### src/rtl/fifo_sync_flags.sv
`default_nettype none
// ============================================================================
// fifo_sync_flags : single-clock FIFO with occupancy count, threshold flags,
//                   sticky overflow/underflow and optional first-word-fall-through
// Revision        : 1.0
// ============================================================================
module fifo_sync_flags #(
  parameter int DATA_WIDTH = 32,
  parameter int DEPTH      = 8,
  parameter int AF_THRESH  = DEPTH - 2,
  parameter int AE_THRESH  = 2,
  parameter int FWFT       = 0
) (
  input  logic                    clk,
  input  logic                    reset,
  input  logic                    wr_en,
  input  logic [DATA_WIDTH-1:0]   data_in,
  output logic                    full,
  output logic                    almost_full,
  input  logic                    rd_en,
  output logic [DATA_WIDTH-1:0]   data_out,
  output logic                    rd_valid,
  output logic                    empty,
  output logic                    almost_empty,
  output logic [$clog2(DEPTH):0]  count,
  output logic                    overflow,
  output logic                    underflow,
  input  logic                    clr_err
);

  localparam int AW = $clog2(DEPTH);
  localparam int CW = AW + 1;

  if (DEPTH < 2 || (DEPTH & (DEPTH - 1)) != 0) begin : g_depth_check
    $fatal(1, "fifo_sync_flags: DEPTH must be a power of two and at least 2");
  end

  logic [DATA_WIDTH-1:0] mem [DEPTH];
  logic [AW-1:0]         wr_ptr;
  logic [AW-1:0]         rd_ptr;
  logic                  rd_acc;
  logic                  wr_acc;
  logic [CW-1:0]         count_next;

  // A full FIFO may still take a write when a read frees a slot in the same cycle.
  assign rd_acc     = rd_en && !empty;
  assign wr_acc     = wr_en && (!full || rd_acc);
  assign count_next = count + CW'(wr_acc) - CW'(rd_acc);

  always_ff @(posedge clk) begin
    if (wr_acc) begin
      mem[wr_ptr] <= data_in;
    end
  end

  always_ff @(posedge clk or posedge reset) begin
    if (reset) begin
      wr_ptr       <= '0;
      rd_ptr       <= '0;
      count        <= '0;
      full         <= 1'b0;
      empty        <= 1'b1;
      almost_full  <= 1'b0;
      almost_empty <= 1'b1;
      overflow     <= 1'b0;
      underflow    <= 1'b0;
    end else begin
      if (wr_acc) wr_ptr <= wr_ptr + AW'(1);
      if (rd_acc) rd_ptr <= rd_ptr + AW'(1);
      count        <= count_next;
      full         <= (int'(count_next) == DEPTH);
      empty        <= (count_next == '0);
      almost_full  <= (int'(count_next) >= AF_THRESH);
      almost_empty <= (int'(count_next) <= AE_THRESH);
      // Set has priority over a same-cycle clear.
      overflow     <= (overflow  && !clr_err) || (wr_en && !wr_acc);
      underflow    <= (underflow && !clr_err) || (rd_en && empty);
    end
  end

  if (FWFT != 0) begin : g_fwft
    logic [DATA_WIDTH-1:0] hold;

    // Remembers the last popped word so data_out is stable while empty.
    always_ff @(posedge clk or posedge reset) begin
      if (reset) begin
        hold <= '0;
      end else if (rd_acc) begin
        hold <= mem[rd_ptr];
      end
    end

    assign data_out = empty ? hold : mem[rd_ptr];
    assign rd_valid = !empty;
  end else begin : g_std
    logic [DATA_WIDTH-1:0] dout_q;
    logic                  valid_q;

    always_ff @(posedge clk or posedge reset) begin
      if (reset) begin
        dout_q  <= '0;
        valid_q <= 1'b0;
      end else begin
        valid_q <= rd_acc;
        if (rd_acc) dout_q <= mem[rd_ptr];
      end
    end

    assign data_out = dout_q;
    assign rd_valid = valid_q;
  end

endmodule
`default_nettype wire
### config.mk
export PLATFORM = sky130hd
export DESIGN_NAME = fifo_sync_flags
export DESIGN_NICKNAME = d
export VERILOG_FILES = /design/src/rtl/fifo_sync_flags.sv
export SDC_FILE = /design/constraint.sdc
export NUM_CORES = 1
export LEC_CHECK = 0
export BUFFER_PORTS_ARGS = -buffer_cell sky130_fd_sc_hd__buf_2
export CORE_MARGIN = 2
export CORE_UTILIZATION = 45
export DETAILED_ROUTE_END_ITERATION = 12
export HOLD_SLACK_MARGIN = 0.1
export SYNTH_ARGS = -nofsm -noshare
export SYNTH_HDL_FRONTEND = slang
export SYNTH_SLANG_ARGS = --single-unit
### constraint.sdc
create_clock -name clk -period 5 [get_ports clk]
set_clock_uncertainty 0.05 [all_clocks]
set_input_delay 0.75 -clock clk [delete_from_list [all_inputs] [get_ports clk]]
set_output_delay 0.75 -clock clk [all_outputs]
set_load 0.02 [all_outputs]
==> reports/metrics.yaml, run 1 <==
drc: 0
power_mw: 8.063
setup_viol: 0
drt_iter0_drc: 385
start_util_pct: 45.52
synth.most_common_cell: "edfxtp_1"
hp-class: "input port to asynchronous set/reset pin"
critPathMaxStageDelay_ns: 0.53
clockRootBuffer: "clkbuf_16"
switchingPower_mw: 2.566
path_max_fanout: 37
viasPerCell: 5.351
fp.dieW_microns: 165.9
drive_gt1_share_pct: 20.15
crit_family: "adder cells"
avgSynthCellArea_sq_um: 17.09
synthTopCellsByCount: "256 x edfxtp_1, 128 x mux2i_1, 72 x nand2_1"
grt_start_max_net_pins: 74
cts.path.max_buffers: 3
cts_resized: 0
synth_edf_count: 256
cp_data_required_time_ns: 5.42
comb_power_share_pct: 27.1
timing.fmax_mhz: 323.1
antenna_found_initial: 3
numCtsBuffers: 30
met2WireLength_microns: 11350
p_int_mw: 5.497
clock_latency_ns: 0.54
async_flop_share_pct: 16.07
worst-path-buf-inv: 5
finalMaxSlewViolations: 0
dp_hpwl_microns: 12710
io_buffers: 79
hold_viol_final: 0
syn_nets: 734
antenna_left: 0
switching_share_pct: 31.82
p_leak_nw: 5.163
synth_cell_types: 33
nNetsFinal: 824
power_density_nw_per_um2: 596.7
slew_headroom_pct: 23.62
firstDrtPassIters: 5
clkPwrFrac_pct: 28.4
cts.clk_slew.worst_paths_ns: 0.07
cts_hold_buffers: 0
cp_data_arrival_time_ns: 3.52
post-route-period-util_pct: 61.90
tightest_slew_ns: 1.143
synth_area_sq_um: 11790
critPathMostFrequentCell: "inv_1"
synthFlopType: "edfxtp_1"
p_seq_share_pct: 44.5
critPathSlowestCell: "dfstp_2"
ys_ff_latch: 305
dieHeight_microns: 165.9
grt_use_total_pct: 17.02
seq_area_frac_synth_pct: 75.60
maxCapViolCount: 0
vias: 6105
clock_sinks: 305
gp_congestion: 0.7059
rsz0062_at_grt: "no"
top_layer: "met5"
synth_largest_area_cell: "edfxtp_1"
crit_chain: "nand2b_2 -> buf_4 -> a21boi_4 -> inv_2 -> ha_1 -> inv_1 -> ha_1 -> inv_1 -> fa_1 -> inv_1 -> or3_1 -> nor2b_1"
reg2reg_slack_ns: 1.91
dieArea_sq_um: 27520
grt_pass1_wl_microns: 36840
start_kind: "register"
totalWireLength_microns: 23260
wl_met1_microns: 10370
yosys_warnings: 0
grt_remaining_overflow: 0
synthCells: 690
finalCriticalPeriod_ns: 3.095
cts_tree: "built"
critical_path_class: "register to register"
core-area_sq_um: 25910
cts_setup_buffers: 0
grt_pass1_vias: 6427
outcome: "complete, no violations"
syn2layout_area_growth_pct: 14.58
ir_drop_mv: 0.3650
routed-wl-met3_microns: 1111
wl_per_cell_microns: 20.38
synth_area_leaders: "edfxtp_1 65%, mux2i_1 11%, dfrtp_1 10%"
fp-row-count: 59
cp-end-kind: "register"
fin_tns_setup_ns: 0
h-tree-depth: 1
ios: 80
synth_top_area_share_pct: 65.18
## sequential cells by signal, indices dropped and copies added, names as in the netlist
signal and flops:
full 1, underflow 1, count 4, data_out 32, rd_valid 1, rd_ptr 3, wr_ptr 3, empty 1
overflow 1, mem 256, almost_empty 1, almost_full 1
## cell usage in the layout, fill, tap and decap left out, types with 2 or more instances in the layout
cell type | synthesis | layout
bufinv_16 | 0 | 3
nand2b_1 | 3 | 2
buf_2 | 13 | 79
nand3_1 | 33 | 33
inv_1 | 9 | 8
buf_4 | 1 | 15
dfstp_2 | 2 | 2
a22oi_1 | 64 | 64
edfxtp_1 | 256 | 256
clkinv_2 | 0 | 6
inv_2 | 2 | 3
a21o_1 | 2 | 2
mux2i_1 | 128 | 128
nor2_4 | 0 | 3
o21ai_0 | 2 | 2
dfrtp_1 | 47 | 46
clkbuf_8 | 0 | 6
nor3_2 | 0 | 4
diode_2 | 0 | 2
xnor2_1 | 6 | 6
ha_1 | 6 | 6
nand2_1 | 72 | 72
clkbuf_1 | 9 | 7
nor2b_2 | 0 | 2
clkbuf_16 | 0 | 31
## final timing paths
| check | start | to | cells past startpoint |
|---|---|---|---|
| max | empty$_DFF_PP1_ | full$_DFF_PP0_ | 12 |
| min | reset | data_out[19]$_DFFE_PP0P_ | 3 |
| max reg2reg | empty$_DFF_PP1_ | full$_DFF_PP0_ | 12 |
| min reg2reg | data_out[18]$_DFFE_PP0P_ | data_out[18]$_DFFE_PP0P_ | 2 |
| max in group asynchronous | reset | rd_ptr[0]$_DFFE_PP0P_ | 3 |
| min in group clk | clr_err | overflow$_DFF_PP0_ | 2 |
## power groups by stage
| stage | Sequential [mW] | Clock, mW | Combinational, mW |
|---|---|---|---|
| global placement | 3.61 | 0 | 2.18 |
| finish | 3.59 | 2.29 | 2.19 |
| CTS | 3.59 | 2.34 | 2.23 |
| detailed placement | 3.64 | 0 | 2.23 |
| global route | 3.64 | 2.44 | 2.41 |
| floorplan | 3.69 | 0 | 1.60 |
## per-stage QoR
stage | utilization, % | hold WS, ns | cell area (sq um) | worst slack [ns] | cells
floorplan | - | 0.4423 | 11790 | 0.1196 | 690
global placement | 48.18 | 0.4035 | 12480 | 1.689 | 1083
detailed placement | 48.18 | 0.4080 | 12480 | 1.595 | 1083
CTS | 52.13 | 0.3347 | 13510 | 1.871 | 1139
global route | 52.13 | 0.3552 | 13510 | 1.726 | 1139
finish | 52.15 | 0.3590 | 13510 | 1.905 | 1141
## metal layers
layer / global-route usage (%) / vias up
li1: - / 2837
met3: 3.051 / 36
met1: 22.73 / 3097
met4: 4.612 / 2
met5: 0 / -
met2: 28.96 / 133
## cells by family (layout without fill, tap and decap cells)
kind of cell	after synthesis	after routing	share of synthesized area [%]
flops	305	305	75.60
fa+ha+maj	7	7	0.8063
xor+xnor	7	7	0.5198
other cells	0	2	0
buf+inv	48	162	3.066
simple gates	123	123	4.498
compound gates	71	71	4.551
mux	129	129	10.96
## worst min-delay path, stage by stage
cell and delay, ns:
buf_2 0.10, inv_2 0.03, buf_4 0.56
## cell type report
cell class | count | area, sq um
Clock inverter | 12 | 140.1
Clock buffer | 44 | 884.6
Inverter | 11 | 41.29
Tap cell | 335 | 419.2
Sequential cell | 305 | 8920
Multi-Input combinational cell | 337 | 2575
Fill cell | 2076 | 12400
Timing Repair Buffer | 95 | 528.0
Antenna cell | 2 | 5.005
No activity file was read; power rests on OpenSTA's default activity.
==> run 2: changes to the inputs <==
==> constraint.sdc (replaced) <==
create_clock -name clk -period 2.7 [get_ports clk]
set_clock_uncertainty 0.05 [all_clocks]
set_input_delay 0.405 -clock clk [delete_from_list [all_inputs] [get_ports clk]]
set_output_delay 0.405 -clock clk [all_outputs]
set_load 0.02 [all_outputs]
==> reports/metrics.yaml, run 2 (synthesis gave the netlist of run 1 again) <==
grtUsageMet3_pct: 2.669  # -0.38 points
syn2layout_area_growth_pct: 18.96
p_seq_share_pct: 43.1  # -1.4 points
setup_viol: 0  # unchanged
tightest_slew_ns: 0.4964  # -0.6466 ns
nNetsFinal: 871  # +5.7%
grt_remaining_overflow: 0  # unchanged
cp_data_arrival_time_ns: 3.02  # -0.50 ns
grt_pass1_vias: 6619  # +3.0%
slew_headroom_pct: 66.91  # +43 points
hold_viol_final: 0  # unchanged
timing.fmax_mhz: 383.7  # +19%
grt_use_total_pct: 17.14  # +0.12 points
p_int_mw: 10.21  # +86%
drt_iter0_drc: 460  # +19%
stdcell_count: 1188  # +4.1%
totalWireLength_microns: 23620  # +1.6%
met1_usage_pct: 22.12  # -0.61 points
p_leak_nw: 5.395  # +4.5%
utilization_pct: 54.15  # +2.0 points
cts_tree: "built"
fp.dieW_microns: 165.9  # unchanged
cp-end-kind: "register"
grt_most_used_layer: "met2"
hp-class: "input port to register"
cts.clk_slew.worst_paths_ns: 0.06  # about the same
cp_data_required_time_ns: 3.11  # -2.31 ns
regMostFlops: "mem"
start_util_pct: 45.52  # unchanged
vias: 6222  # +1.9%
outcome: "complete, no violations"
antenna_left: 0  # unchanged
antenna_found_initial: 1  # -2
comb_power_share_pct: 29.9  # +2.8 points
clkPwrFrac_pct: 27.0  # -1.4 points
ios: 80  # unchanged
h-tree-depth: 1  # unchanged
ir_drop_mv: 0.5773  # +58%
finalCriticalPeriod_ns: 2.607  # -0.4883 ns
cts.path.max_buffers: 3  # unchanged
path_max_fanout: 4  # -89%
core-area_sq_um: 25910  # unchanged
grt_pass1_wl_microns: 36900  # +0.17%
post-route-period-util_pct: 96.54  # +35 points
dieArea_sq_um: 27520  # unchanged
fp-row-count: 59  # unchanged
power_mw: 15.04  # +87%
power_density_nw_per_um2: 1072  # +80%
clock_sinks: 305  # unchanged
io_buffers: 79  # unchanged
switchingPower_mw: 4.828  # +88%
maxCapViolCount: 0  # unchanged
clock_latency_ns: 0.56  # +0.02 ns
numCtsBuffers: 31  # +3.3%
largest_register_ffs: 256  # unchanged
finalMaxSlewViolations: 0  # unchanged
dieHeight_microns: 165.9  # unchanged
drive_gt1_share_pct: 20.89  # +0.74 points
grtUsageMet2_pct: 30.42  # +1.5 points
switching_share_pct: 32.10  # +0.28 points
critical_path_class: "register to register"
final_cell_mix: "256 x edfxtp_1, 128 x mux2i_1, 78 x buf_2"
drc: 0  # unchanged
gp_congestion: 0.7345  # +4.1%
viasPerCell: 5.237  # -2.1%
place_inst: 1096  # +1.2%
dp_hpwl_microns: 13650  # +7.4%
start_kind: "register"
wl_per_cell_microns: 19.88  # -2.5%
grt_start_max_net_pins: 58  # -22%
layout_commonest_cell: "edfxtp_1"
clockRootBuffer: "clkbuf_16"
firstDrtPassIters: 4  # -1
-- run 2: cell count changes in the layout (fill, tap and decap cells not counted), moves of 4 or more --
cell           before  now
clkbuf_1            7   11
nor3_2              4    0
nor3_4              0    4
buf_4              15   24
buf_12              1    6
dlygate4sd3_1       0   33
-- run 2: worst max-delay path: stages (launching register included) --
cell and delay, ns:
dfstp_2 0.55, nand2b_4 0.16, a21boi_4 0.06, inv_2 0.06, ha_1 0.22, inv_1 0.09
ha_2 0.19, inv_1 0.06, fa_1 0.53, inv_2 0.06, or3_4 0.37, nor2b_1 0.13
-- run 2: final timing paths --
path | cells past startpoint | endpoint | startpoint | slack, ns
worst max-delay path | 11 | full$_DFF_PP0_ | empty$_DFF_PP1_ | 0.09
worst min-delay path | 1 | mem[3][31]$_DFFE_PP_ | data_in[31] | 0.12
worst max register to register | 11 | full$_DFF_PP0_ | empty$_DFF_PP1_ | 0.09
worst min register to register | 2 | data_out[0]$_DFFE_PP0P_ | data_out[0]$_DFFE_PP0P_ | 0.42
max in group asynchronous | 4 | almost_empty$_DFF_PP1_ | reset | 1.89
min in group asynchronous | 4 | data_out[20]$_DFFE_PP0P_ | reset | 0.41
-- run 2: power groups by stage --
stage / clock, mW / combinational [mW] / sequential [mW]
after floorplan: 0 / 2.98 / 6.84
after global placement: 0 / 4.37 / 6.53
after detailed placement: 0 / 4.49 / 6.58
after CTS: 4.17 / 4.54 / 6.49
after global routing: 4.35 / 4.90 / 6.57
final: 4.06 / 4.49 / 6.49
-- run 2: area by class of cell --
class / count / area, sq um
Tap cell: 335 / 419.2
Sequential cell: 305 / 8920
Antenna cell: 1 / 2.502
Multi-Input combinational cell: 337 / 2639
Fill cell: 2083 / 11880
Clock buffer: 49 / 913.4
Timing Repair Buffer: 141 / 1021
Clock inverter: 9 / 73.82
Inverter: 11 / 41.29
-- run 2: what timing repair did --
action,4_1_cts,5_1_grt
resized for setup,0,4
setup endpoints to repair,0,2
hold buffers,33,0
hold endpoints to repair,281,0
setup buffers,0,1
-- run 2: routing by layer --
| layer | wire (microns) | vias to the layer above |
|---|---|---|
| li1 | - | 2928 |
| met1 | 9988 | 3115 |
| met2 | 12020 | 141 |
| met3 | 1090 | 38 |
| met4 | 520 | 0 |
| met5 | 0 | - |
-- run 2: stage by stage --
| stage | setup TNS (ns) | setup slack [ns] | instance area [sq um] | hold WS, ns |
|---|---|---|---|---|
| floorplan | -21.99 | -0.1693 | 11850 | 0.4423 |
| global placement | 0 | 0.2033 | 12700 | 0.4048 |
| detailed placement | 0 | 0.05477 | 12700 | 0.4081 |
| CTS | 0 | 0.06635 | 14010 | 0.1021 |
| global route | -0.02374 | -0.02374 | 14030 | 0.1152 |
| finish | 0 | 0.09346 | 14030 | 0.1197 |
==> run 3: changes to the inputs <==
--- a/config.mk
+++ b/config.mk
@@ -8,8 +8,11 @@
 export BUFFER_PORTS_ARGS = -buffer_cell sky130_fd_sc_hd__buf_2
 export CORE_MARGIN = 2
 export CORE_UTILIZATION = 45
+export CTS_BUF_LIST = sky130_fd_sc_hd__clkbuf_8
 export DETAILED_ROUTE_END_ITERATION = 12
+export GPL_TIMING_DRIVEN = 0
 export HOLD_SLACK_MARGIN = 0.1
+export SLEW_MARGIN = 20
 export SYNTH_ARGS = -nofsm -noshare
 export SYNTH_HDL_FRONTEND = slang
 export SYNTH_SLANG_ARGS = --single-unit
==> reports/metrics.yaml, run 3 (synthesis gave the netlist of run 1 again) <==
place_area_sq_um: 13050  # +2.8%
layout_commonest_cell: "edfxtp_1"
antenna_left: 0  # unchanged
dieHeight_microns: 165.9  # unchanged
grt_use_total_pct: 19.90  # +2.8 points
switchingPower_mw: 5.207  # +7.8%
cp_data_required_time_ns: 3.13  # +0.02 ns
largest_register_ffs: 256  # unchanged
wl_met1_microns: 11360  # +14%
fill_cells: 2052  # -1.5%
startpoint: "empty$_DFF_PP1_"
endpoint: "full$_DFF_PP0_"
utilization_pct: 55.82  # +1.7 points
place_inst: 1124  # +2.6%
outcome: "complete, no violations"
r2r_cells: 10  # -1
maxCapViolCount: 0  # unchanged
antenna_found_initial: 0  # -1
finalCriticalPeriod_ns: 2.586  # -0.02091 ns
firstDrtPassIters: 5  # +1
regMostFlops: "mem"
io_buffers: 79  # unchanged
grt_start_max_net_pins: 50  # -14%
drc: 0  # unchanged
path_max_fanout: 5  # +1
hold_viol_final: 0  # unchanged
drive_gt1_share_pct: 23.80  # +2.9 points
slew_headroom_pct: 43.75  # -23 points
clkPwrFrac_pct: 25.1  # -1.9 points
hp-class: "input port to register"
stdcell_area_sq_um: 14460  # +3.1%
h-tree-depth: 2  # +1
clock_latency_ns: 0.55  # about the same
grt_pass1_vias: 6975  # +5.4%
timing.fmax_mhz: 386.8  # +0.81%
finalMaxSlewViolations: 0  # unchanged
core-area_sq_um: 25910  # unchanged
p_int_mw: 10.30  # +0.88%
clock_sinks: 305  # unchanged
nNetsFinal: 926  # +6.3%
power_mw: 15.51  # +3.1%
met2WireLength_microns: 13770  # +14%
top_layer: "met4"
viasPerCell: 5.288  # +0.98%
totalWireLength_microns: 27110  # +15%
ios: 80  # unchanged
rr_startpoint: "empty$_DFF_PP1_"
comb_power_share_pct: 33.5  # +3.6 points
fp-row-count: 59  # unchanged
critical_path_class: "register to register"
gp_congestion: 0.7473  # +1.7%
cts.clk_slew.worst_paths_ns: 0.05  # about the same
cp_data_arrival_time_ns: 3.01  # about the same
vias: 6637  # +6.7%
grt_pass1_wl_microns: 41050  # +11%
antenna_cells: 0  # -1
stdcell_count: 1255  # +5.6%
syn2layout_area_growth_pct: 22.64
dieArea_sq_um: 27520  # unchanged
routed-wl-met3_microns: 1413  # +30%
ir_drop_mv: 0.4922  # -15%
power_density_nw_per_um2: 1072  # about the same
cts.path.max_buffers: 3  # unchanged
fp.dieW_microns: 165.9  # unchanged
p_seq_share_pct: 41.4  # -1.7 points
post-route-period-util_pct: 95.76  # -0.77 points
cp-end-kind: "register"
final_cell_mix: "256 x edfxtp_1, 128 x mux2i_1, 90 x buf_2"
cts_tree: "built"
pre_cts_ws_ns: -0.1762  # -0.2309 ns
p_leak_nw: 5.687  # +5.4%
wl_per_cell_microns: 21.60  # +8.6%
timing.final.ws_setup_ns: 0.1144  # +0.02091 ns
grt_remaining_overflow: 0  # unchanged
dp_hpwl_microns: 16800  # +23%
setup_viol: 0  # unchanged
start_kind: "register"
numCtsBuffers: 49  # +58%
start_util_pct: 45.52  # unchanged
switching_share_pct: 33.57  # +1.5 points
drt_iter0_drc: 602  # +31%
reg2reg_slack_ns: 0.11  # +0.02 ns
r2r-end: "full$_DFF_PP0_"
tightest_slew_ns: 0.8437  # +0.3474 ns
clockRootBuffer: "clkbuf_8"
[run 3: area by class of cell]
type                            count  area [sq um]  area share [%]
Clock buffer                       56         770.7           5.329
Multi-Input combinational cell    337          2621           18.12
Sequential cell                   305          8916           61.64
Clock inverter                     33         212.7           1.471
Inverter                           11         61.31          0.4239
Tap cell                          335         419.2           2.898
Buffer                             35         310.3           2.145
Timing Repair Buffer              143          1152           7.967
[run 3: metal layers]
metal	vias to the layer above	track usage (%)
met5	-	0
met4	0	5.709
met3	54	3.456
met2	197	34.78
met1	3351	25.70
li1	3035	-
[run 3: repair_timing]
action | 4_1_cts | 5_1_grt
resized for setup | 2 | 8
endpoints found under the setup margin | 2 | 3
pin swaps | 0 | 2
buffers inserted | 2 | 6
hold buffers | 36 | 0
hold endpoints to repair | 305 | 0
[run 3: critical path: stages (launching register included)]
cell,delay (ns)
dfstp_2,0.55
nand2b_4,0.22
clkinv_8,0.08
ha_1,0.28
inv_1,0.07
ha_2,0.18
inv_1,0.05
fa_1,0.50
inv_2,0.06
or3_4,0.36
nor2b_1,0.11
[run 3: worst min path at each step]
| stage | cells past startpoint | from | end |
|---|---|---|---|
| CTS | 4 | wr_en | wr_ptr[2]$_DFFE_PP0P_ |
| global route | 4 | rd_en | rd_valid$_DFF_PP0_ |
| finish | 4 | rd_en | rd_valid$_DFF_PP0_ |
| global placement | 2 | data_out[19]$_DFFE_PP0P_ | data_out[19]$_DFFE_PP0P_ |
| floorplan | 1 | rd_ptr[2]$_DFFE_PP0P_ | rd_ptr[2]$_DFFE_PP0P_ |
| detailed placement | 2 | data_out[19]$_DFFE_PP0P_ | data_out[19]$_DFFE_PP0P_ |
[run 3: power groups by stage]
stage / registers, mW / logic [mW] / clock network, mW
finish: 6.43 / 5.19 / 3.89
detailed placement: 6.52 / 5.13 / 0
global placement: 6.51 / 4.78 / 0
CTS: 6.43 / 5.19 / 3.99
floorplan: 6.84 / 2.98 / 0
global route: 6.51 / 5.59 / 4.23
[run 3: metrics by stage]
stage	setup TNS [ns]	hold slack, ns
after CTS	0	0.2177
after floorplan	-21.99	0.4423
after global placement	-398.58	0.4022
after global routing	-0.03351	0.2904
final	0	0.2815
after detailed placement	-0.3483	0.4092
